--- src/rtl/lexington_pkg.sv ---
`default_nettype none
// ============================================================================
//  Package   : lexington
//  Purpose   : Shared constants and types for the interrupt controller
//              (source count, cause-number base, register map, FSM states).
//  Revision  : 1.0 - initial release
// ============================================================================
package lexington;

  localparam int NUM_IRQ_SRC = 16;
  localparam int IRQ_ID_BASE = 16;

  // Register map (3-bit index)
  localparam logic [2:0] IRQ_REG_ENABLE    = 3'd0;
  localparam logic [2:0] IRQ_REG_EDGE      = 3'd1;
  localparam logic [2:0] IRQ_REG_PRIO      = 3'd2;
  localparam logic [2:0] IRQ_REG_THRESH    = 3'd3;
  localparam logic [2:0] IRQ_REG_PENDING   = 3'd4;
  localparam logic [2:0] IRQ_REG_ACTIVE_ID = 3'd5;

  typedef enum logic [1:0] {
    IDLE   = 2'd0,
    REQ    = 2'd1,
    ACTIVE = 2'd2
  } irq_state_t;

  // Index width for a given source count; never below one bit.
  function automatic int irq_idx_w(input int n);
    return (n > 1) ? $clog2(n) : 1;
  endfunction

endpackage
`default_nettype wire

--- src/rtl/irq_prio_sel.sv ---
`default_nettype none
// ============================================================================
//  Module    : irq_prio_sel
//  Purpose   : Combinational winner selection among eligible sources.
//              Highest 2-bit priority wins, ties resolve to the lowest index.
//              With all priorities tied to zero it degenerates into a plain
//              lowest-index-first picker.
//  Revision  : 1.0 - initial release
// ============================================================================
module irq_prio_sel
  import lexington::*;
#(
  parameter  int NUM_SRC = NUM_IRQ_SRC,
  localparam int IDX_W   = irq_idx_w(NUM_SRC)
) (
  input  logic [NUM_SRC-1:0]   eligible,
  input  logic [2*NUM_SRC-1:0] prio,
  output logic                 valid,
  output logic [IDX_W-1:0]     idx
);

  logic [1:0] best_prio;

  // Linear scan: a later source only replaces the current pick on a strictly
  // higher priority, which gives lowest-index tie-breaking.
  always_comb begin
    valid     = 1'b0;
    idx       = '0;
    best_prio = 2'd0;
    for (int i = 0; i < NUM_SRC; i++) begin
      if (eligible[i] && (!valid || (prio[2*i +: 2] > best_prio))) begin
        valid     = 1'b1;
        idx       = IDX_W'(i);
        best_prio = prio[2*i +: 2];
      end
    end
  end

endmodule
`default_nettype wire

--- src/rtl/irq_ctrl.sv ---
`default_nettype none
// ============================================================================
//  Module    : irq_ctrl
//  Purpose   : Interrupt controller. Latches edge/level requests, applies
//              enable, priority and threshold, offers one registered winner to
//              the trap unit with a req/ack/done handshake (no nesting).
//  Options   : IRQ_CTRL_PRIO_EN - implement PRIO and THRESH registers. When
//              undefined they read 0, eligibility is pending & ENABLE and the
//              lowest index wins.
//  Revision  : 1.0 - initial release
// ============================================================================
module irq_ctrl
  import lexington::*;
#(
  parameter int NUM_SRC = NUM_IRQ_SRC,
  parameter int ID_BASE = IRQ_ID_BASE
) (
  input  logic               clk,
  input  logic               rst_n,
  input  logic [NUM_SRC-1:0] src_irq,
  input  logic               reg_rd_en,
  input  logic               reg_wr_en,
  input  logic [2:0]         reg_addr,
  input  logic [31:0]        reg_wr_data,
  output logic [31:0]        reg_rd_data,
  output logic               irq_req,
  output logic [4:0]         irq_id,
  input  logic               irq_ack,
  input  logic               irq_done,
  input  logic [4:0]         done_id,
  output logic               irq_active
);

  localparam int IDX_W = irq_idx_w(NUM_SRC);

  logic [NUM_SRC-1:0]   src_q, src_d;
  logic [NUM_SRC-1:0]   enable_q, enable_d;
  logic [NUM_SRC-1:0]   edge_q, edge_d;
  logic [NUM_SRC-1:0]   edge_pend_q, edge_pend_d;
  logic [IDX_W-1:0]     win_idx_q, win_idx_d;
  logic [4:0]           active_id_q, active_id_d;
  irq_state_t           state_q, state_d;

  logic [NUM_SRC-1:0]   pending;
  logic [NUM_SRC-1:0]   eligible;
  logic [NUM_SRC-1:0]   above_thresh;
  logic [NUM_SRC-1:0]   pend_clr;
  logic [2*NUM_SRC-1:0] sel_prio;
  logic                 sel_valid;
  logic [IDX_W-1:0]     sel_idx;
  logic [31:0]          prio_rd;
  logic [31:0]          thresh_rd;
  logic                 wr_pending;
  logic                 ack_take;
  logic                 done_take;
  logic                 unused_wr_data;

  // Not every write-data bit maps to storage in every build.
  assign unused_wr_data = ^reg_wr_data;

  assign wr_pending = reg_wr_en && (reg_addr == IRQ_REG_PENDING);
  assign ack_take   = irq_ack && (state_q == REQ);
  assign done_take  = irq_done && (state_q == ACTIVE) && (done_id == active_id_q);

  // Level sources follow the registered line; edge sources use the latch.
  assign pending  = (edge_q & edge_pend_q) | (~edge_q & src_q);
  assign eligible = pending & enable_q & above_thresh;

`ifdef IRQ_CTRL_PRIO_EN
  logic [2*NUM_SRC-1:0] prio_q, prio_d;
  logic [1:0]           thresh_q, thresh_d;

  // Priority/threshold register writes and per-source threshold compare.
  always_comb begin
    prio_d   = prio_q;
    thresh_d = thresh_q;
    if (reg_wr_en && (reg_addr == IRQ_REG_PRIO))   prio_d   = reg_wr_data[2*NUM_SRC-1:0];
    if (reg_wr_en && (reg_addr == IRQ_REG_THRESH)) thresh_d = reg_wr_data[1:0];
    above_thresh = '0;
    for (int i = 0; i < NUM_SRC; i++) begin
      above_thresh[i] = (prio_q[2*i +: 2] > thresh_q);
    end
    sel_prio  = prio_q;
    prio_rd   = 32'(prio_q);
    thresh_rd = {30'd0, thresh_q};
  end

  // Priority/threshold storage.
  always_ff @(posedge clk or negedge rst_n) begin
    if (!rst_n) begin
      prio_q   <= '0;
      thresh_q <= 2'd0;
    end else begin
      prio_q   <= prio_d;
      thresh_q <= thresh_d;
    end
  end
`else
  // No priority hardware: every enabled pending source qualifies equally.
  always_comb begin
    above_thresh = '1;
    sel_prio     = '0;
    prio_rd      = 32'd0;
    thresh_rd    = 32'd0;
  end
`endif

  irq_prio_sel #(
    .NUM_SRC (NUM_SRC)
  ) u_sel (
    .eligible (eligible),
    .prio     (sel_prio),
    .valid    (sel_valid),
    .idx      (sel_idx)
  );

  // Config writes and edge-pending update; a new edge beats any clear.
  always_comb begin
    src_d    = src_irq;
    enable_d = enable_q;
    edge_d   = edge_q;
    if (reg_wr_en) begin
      case (reg_addr)
        IRQ_REG_ENABLE: enable_d = reg_wr_data[NUM_SRC-1:0];
        IRQ_REG_EDGE:   edge_d   = reg_wr_data[NUM_SRC-1:0];
        default:        ;
      endcase
    end
    pend_clr = '0;
    for (int i = 0; i < NUM_SRC; i++) begin
      pend_clr[i] = (wr_pending && reg_wr_data[i]) ||
                    (ack_take && (win_idx_q == IDX_W'(i)));
    end
    edge_pend_d = edge_q & ((edge_pend_q & ~pend_clr) | (src_irq & ~src_q));
  end

  // Handshake state machine; the winner is re-registered every cycle so a
  // higher-priority arrival can replace the offer before it is acked.
  always_comb begin
    state_d     = state_q;
    active_id_d = active_id_q;
    win_idx_d   = sel_valid ? sel_idx : '0;
    case (state_q)
      IDLE: begin
        if (sel_valid) state_d = REQ;
      end
      REQ: begin
        if (irq_ack) begin
          state_d     = ACTIVE;
          active_id_d = irq_id;
        end else if (!sel_valid) begin
          state_d = IDLE;
        end
      end
      ACTIVE: begin
        if (done_take) begin
          state_d     = IDLE;
          active_id_d = 5'd0;
        end
      end
      default: state_d = IDLE;
    endcase
  end

  // All controller state, cleared asynchronously.
  always_ff @(posedge clk or negedge rst_n) begin
    if (!rst_n) begin
      src_q       <= '0;
      enable_q    <= '0;
      edge_q      <= '0;
      edge_pend_q <= '0;
      win_idx_q   <= '0;
      active_id_q <= 5'd0;
      state_q     <= IDLE;
    end else begin
      src_q       <= src_d;
      enable_q    <= enable_d;
      edge_q      <= edge_d;
      edge_pend_q <= edge_pend_d;
      win_idx_q   <= win_idx_d;
      active_id_q <= active_id_d;
      state_q     <= state_d;
    end
  end

  assign irq_req    = (state_q == REQ);
  assign irq_active = (state_q == ACTIVE);
  assign irq_id     = irq_req ? 5'(ID_BASE + int'(win_idx_q)) : 5'd0;

  // Register read mux; zero when not strobed or unmapped.
  always_comb begin
    reg_rd_data = 32'd0;
    if (reg_rd_en) begin
      case (reg_addr)
        IRQ_REG_ENABLE:    reg_rd_data = 32'(enable_q);
        IRQ_REG_EDGE:      reg_rd_data = 32'(edge_q);
        IRQ_REG_PRIO:      reg_rd_data = prio_rd;
        IRQ_REG_THRESH:    reg_rd_data = thresh_rd;
        IRQ_REG_PENDING:   reg_rd_data = 32'(pending);
        IRQ_REG_ACTIVE_ID: reg_rd_data = {irq_active, 26'd0, active_id_q};
        default:           reg_rd_data = 32'd0;
      endcase
    end
  end

endmodule
`default_nettype wire

--- config.mk ---
export PLATFORM = sky130hd
export DESIGN_NAME = irq_ctrl
export DESIGN_NICKNAME = d
export VERILOG_FILES = /design/src/rtl/lexington_pkg.sv /design/src/rtl/irq_prio_sel.sv /design/src/rtl/irq_ctrl.sv
export SDC_FILE = /design/constraint.sdc
export NUM_CORES = 1
export LEC_CHECK = 0
export ABC_AREA = 1
export BUFFER_PORTS_ARGS = -buffer_cell sky130_fd_sc_hd__buf_4
export CORE_MARGIN = 3
export CORE_UTILIZATION = 40
export DETAILED_ROUTE_END_ITERATION = 12
export GPL_ROUTABILITY_DRIVEN = 0
export HOLD_SLACK_MARGIN = 0.12
export PLACE_DENSITY_LB_ADDON = 0.15
export REMOVE_ABC_BUFFERS = 1
export SYNTH_ARGS = -nofsm -noshare
export SYNTH_HDL_FRONTEND = slang
export SYNTH_SLANG_ARGS = --single-unit
--- constraint.sdc ---
create_clock -name clk -period 2.2 [get_ports clk]
set_input_delay 0.33 -clock clk [delete_from_list [all_inputs] [get_ports clk]]
set_output_delay 0.33 -clock clk [all_outputs]
set_load 0.02 [all_outputs]
==> flow_summary.yaml <==
grt:
  antenna_found_initial: 0
  grt_busiest_layer: "met2"
  overflow: 0
  grt_pass1_vias: 3585
  grt.total_usage: 0.199
  use_met2: 0.319
  grt_pass1_wl_um: 17700
  grt_use_met1: 0.266
  grt_max_degree: 40
  grt_use_met3: 0.0492
synth:
  synth_top_area_frac: 0.457
  netlist_top_cells_area: "dfrtp_1 (46%), nand2_1 (12%), inv_1 (8.6%)"
  synth.distinct_cells: 37
  syn_inst: 537
  avgSynthCellArea_sq_um: 7.64
  synth_area_sq_um: 4100
  synth_top_cell_by_area: "dfrtp_1"
  synth_warnings: 0
  ys_ff_latch: 75
  ys_seq_area_frac: 0.457
finish:
  antenna_cells: 0
  drive_gt1_frac: 0.193
  fin_nets: 702
  final_cell_mix: "nand2_1 (128), inv_1 (94), buf_4 (83)"
  final_common_cell: "nand2_1"
  area_delta_synth_final_pct: 27.2
run:
  cap_violations: 0
sta:
  tightest_slew_ns: 0.517
  fin_skew_ns: 0.0107
  slew_headroom: 0.653
  fmax_mhz: 505
  finalWorstSetupSlack_ns: 0.218
  rsz0062_at_grt: "no"
  fin_crit_sh: 0.901
  setup-tns-final_ns: 0
  min_period_ns: 1.98
  finalHoldViolCount: 0
  final_max_slew_viol_count: 0
  setup_viol: 0
worst_setup_path:
  cp.arrival_ns: 1.65
  cp_slowest_cell: "dfrtp_1"
  crit_type: "register to primary output"
  crit_family: "simple AND/OR/NAND/NOR gates"
  crit_required_ns: 1.87
  rr_startpoint: "edge_q[0]"
  slowest_delay_ns: 0.38
  path_common_cell: "nor2_1"
  path_cells: "or2_2 -> o21ai_0 -> nor2_1 -> a221oi_1 -> nor2_1 -> buf_4"
  worstReg2RegEnd: "state_q[1]"
  crit_buf_inv: 1
  r2r_slack_ns: 0.25
  critPathLaunchType: "register"
  reg2reg_depth: 14
  cp-end-kind: "primary output"
  cp_max_fo: 2
place:
  portBuffers: 69
  dp_slack_ns: 0.240
  hpwlAfterDp_um: 8190
clock_tree:
  root_buffer: "clkbuf_8"
  clockBufferDepth: 2
  ctsHtreeMaxLevel: 3
  clk_latency_ns: 0.36
  clkTransAtPathRegs_ns: 0.08
  cts_buffers: 9
  cts_tree: "done"
  cts_sinks: 75
power_and_ir_drop:
  vdd_drop_max_mv: 0.409
  powerDensity_nw_per_um2: 872
  p_leak_nw: 2.64
drt:
  vias: 3728
  drt-initial-drc-count: 162
  antenna_left: 0
  dr.pass1.iters: 5
  drcViolationCount: 0
  routed_wl_um: 10700
  vias_per_cell: 4.81
  wl_per_cell_um: 13.7
hold_path:
  hold_end: "edge_q[8]"
  hold_start: "reg_wr_data[8]"
  holdPathStages: 3
  min_path_type: "primary input to register"
floorplan:
  die_h_um: 107
  dieArea_sq_um: 11500
  start_util: 0.416
  io_pins: 101
  rows: 36
  fp.coreArea_sq_um: 9860
  die_x_um: 107
run_status:
  run_status: "finished, final reports clean"
registers in the layout (all words and copies together), names as in the netlist:
name	count
enable_q	16
active_id_q	5
state_q	2
win_idx_q	4
edge_pend_q	16
src_q	16
edge_q	16
tightest hold or removal path, stage by stage:
cell and delay, ns:
buf_4 0.11, inv_1 0.05, o21ai_0 0.07
per-stage QoR:
| stage | utilization | cell area, sq um | hold slack, ns | total power, W | std cells |
|---|---|---|---|---|---|
| global route | 0.529 | 5220 | 0.236 | 0.00488 | 775 |
| detailed placement | 0.487 | 4800 | 0.335 | 0.00331 | 741 |
| CTS | 0.527 | 5200 | 0.224 | 0.00457 | 774 |
| finish | 0.529 | 5220 | 0.244 | 0.00455 | 775 |
| global placement | 0.487 | 4800 | 0.340 | 0.00327 | 741 |
| floorplan | - | 4000 | 0.0344 | 0.00280 | 525 |
cell usage after synthesis:
master,number
a21oi_1,22
nor3_1,4
a311oi_1,1
o31ai_1,1
clkbuf_1,9
o2111ai_1,1
a31oi_1,6
dfrtp_1,75
o311ai_0,1
nor2_2,4
ha_1,3
nand2_4,2
nand4_2,4
conb_1,1
a221oi_1,6
o21ai_0,56
nand4_4,1
buf_4,16
a21boi_0,2
nand2_1,128
clkinv_1,3
inv_2,2
nand3_2,4
and2_1,1
nor3_2,1
a41o_2,1
nor4_1,1
nor2_8,1
xor2_1,4
inv_1,94
or2_2,2
nand4_1,1
buf_1,1
nor2_1,34
nand2_2,2
o22ai_1,7
nand3_1,35
logic make-up (layout without fill, tap and decap cells):
kind of cell | count (synthesis) | in the layout | synth area share
buffers and inverters | 125 | 216 | 0.129
XOR/XNOR | 4 | 4 | 0.00854
other | 1 | 15 | 0.000914
AO/OA/AOI/OAI | 104 | 104 | 0.142
flip-flops | 75 | 75 | 0.457
adder cells (fa/ha/maj) | 3 | 3 | 0.00915
AND/OR/NAND/NOR | 225 | 225 | 0.253
power by group:
part           internal [W]  leakage, nW  switching, W
registers           0.00162        0.948      0.000186
clock network      0.000695        0.119      0.000530
logic              0.000560         1.57      0.000959
layout make-up:
| class | count | area [sq um] |
|---|---|---|
| tap | 133 | 166 |
| inverter | 99 | 372 |
| clock inverter | 5 | 75.1 |
| fill | 992 | 4650 |
| clock buffer | 11 | 151 |
| multi-input combinational | 351 | 1760 |
| timing repair buffer | 101 | 813 |
| sequential | 75 | 1880 |
repair_timing:
item / in CTS / in global routing
setup buffers: 0 / 1
resized for setup: 0 / 2
setup endpoints to repair: 0 / 2
hold buffers: 17 / 0
hold endpoints to repair: 52 / 0
worst max-delay path by stage:
| stage | from | to | slack (ns) | cells past startpoint |
|---|---|---|---|---|
| finish | edge_pend_q[13] | reg_rd_data[13] | 0.22 | 6 |
| global route | edge_q[0] | state_q[1] | 0.03 | 14 |
| CTS | edge_q[13] | reg_rd_data[13] | 0.14 | 7 |
| detailed placement | edge_q[0] | state_q[1] | 0.24 | 14 |
| global placement | reg_addr[2] | reg_rd_data[2] | 0.30 | 9 |
| floorplan | state_q[0] | reg_rd_data[31] | 0.49 | 4 |
per-layer routing:
layer  share of wire  vias up
met5               0        -
met4           0.018        0
met3           0.052       15
met2            0.46      101
met1            0.47     1729
li1                -     1883
No activity file was read; power rests on OpenSTA's default activity.
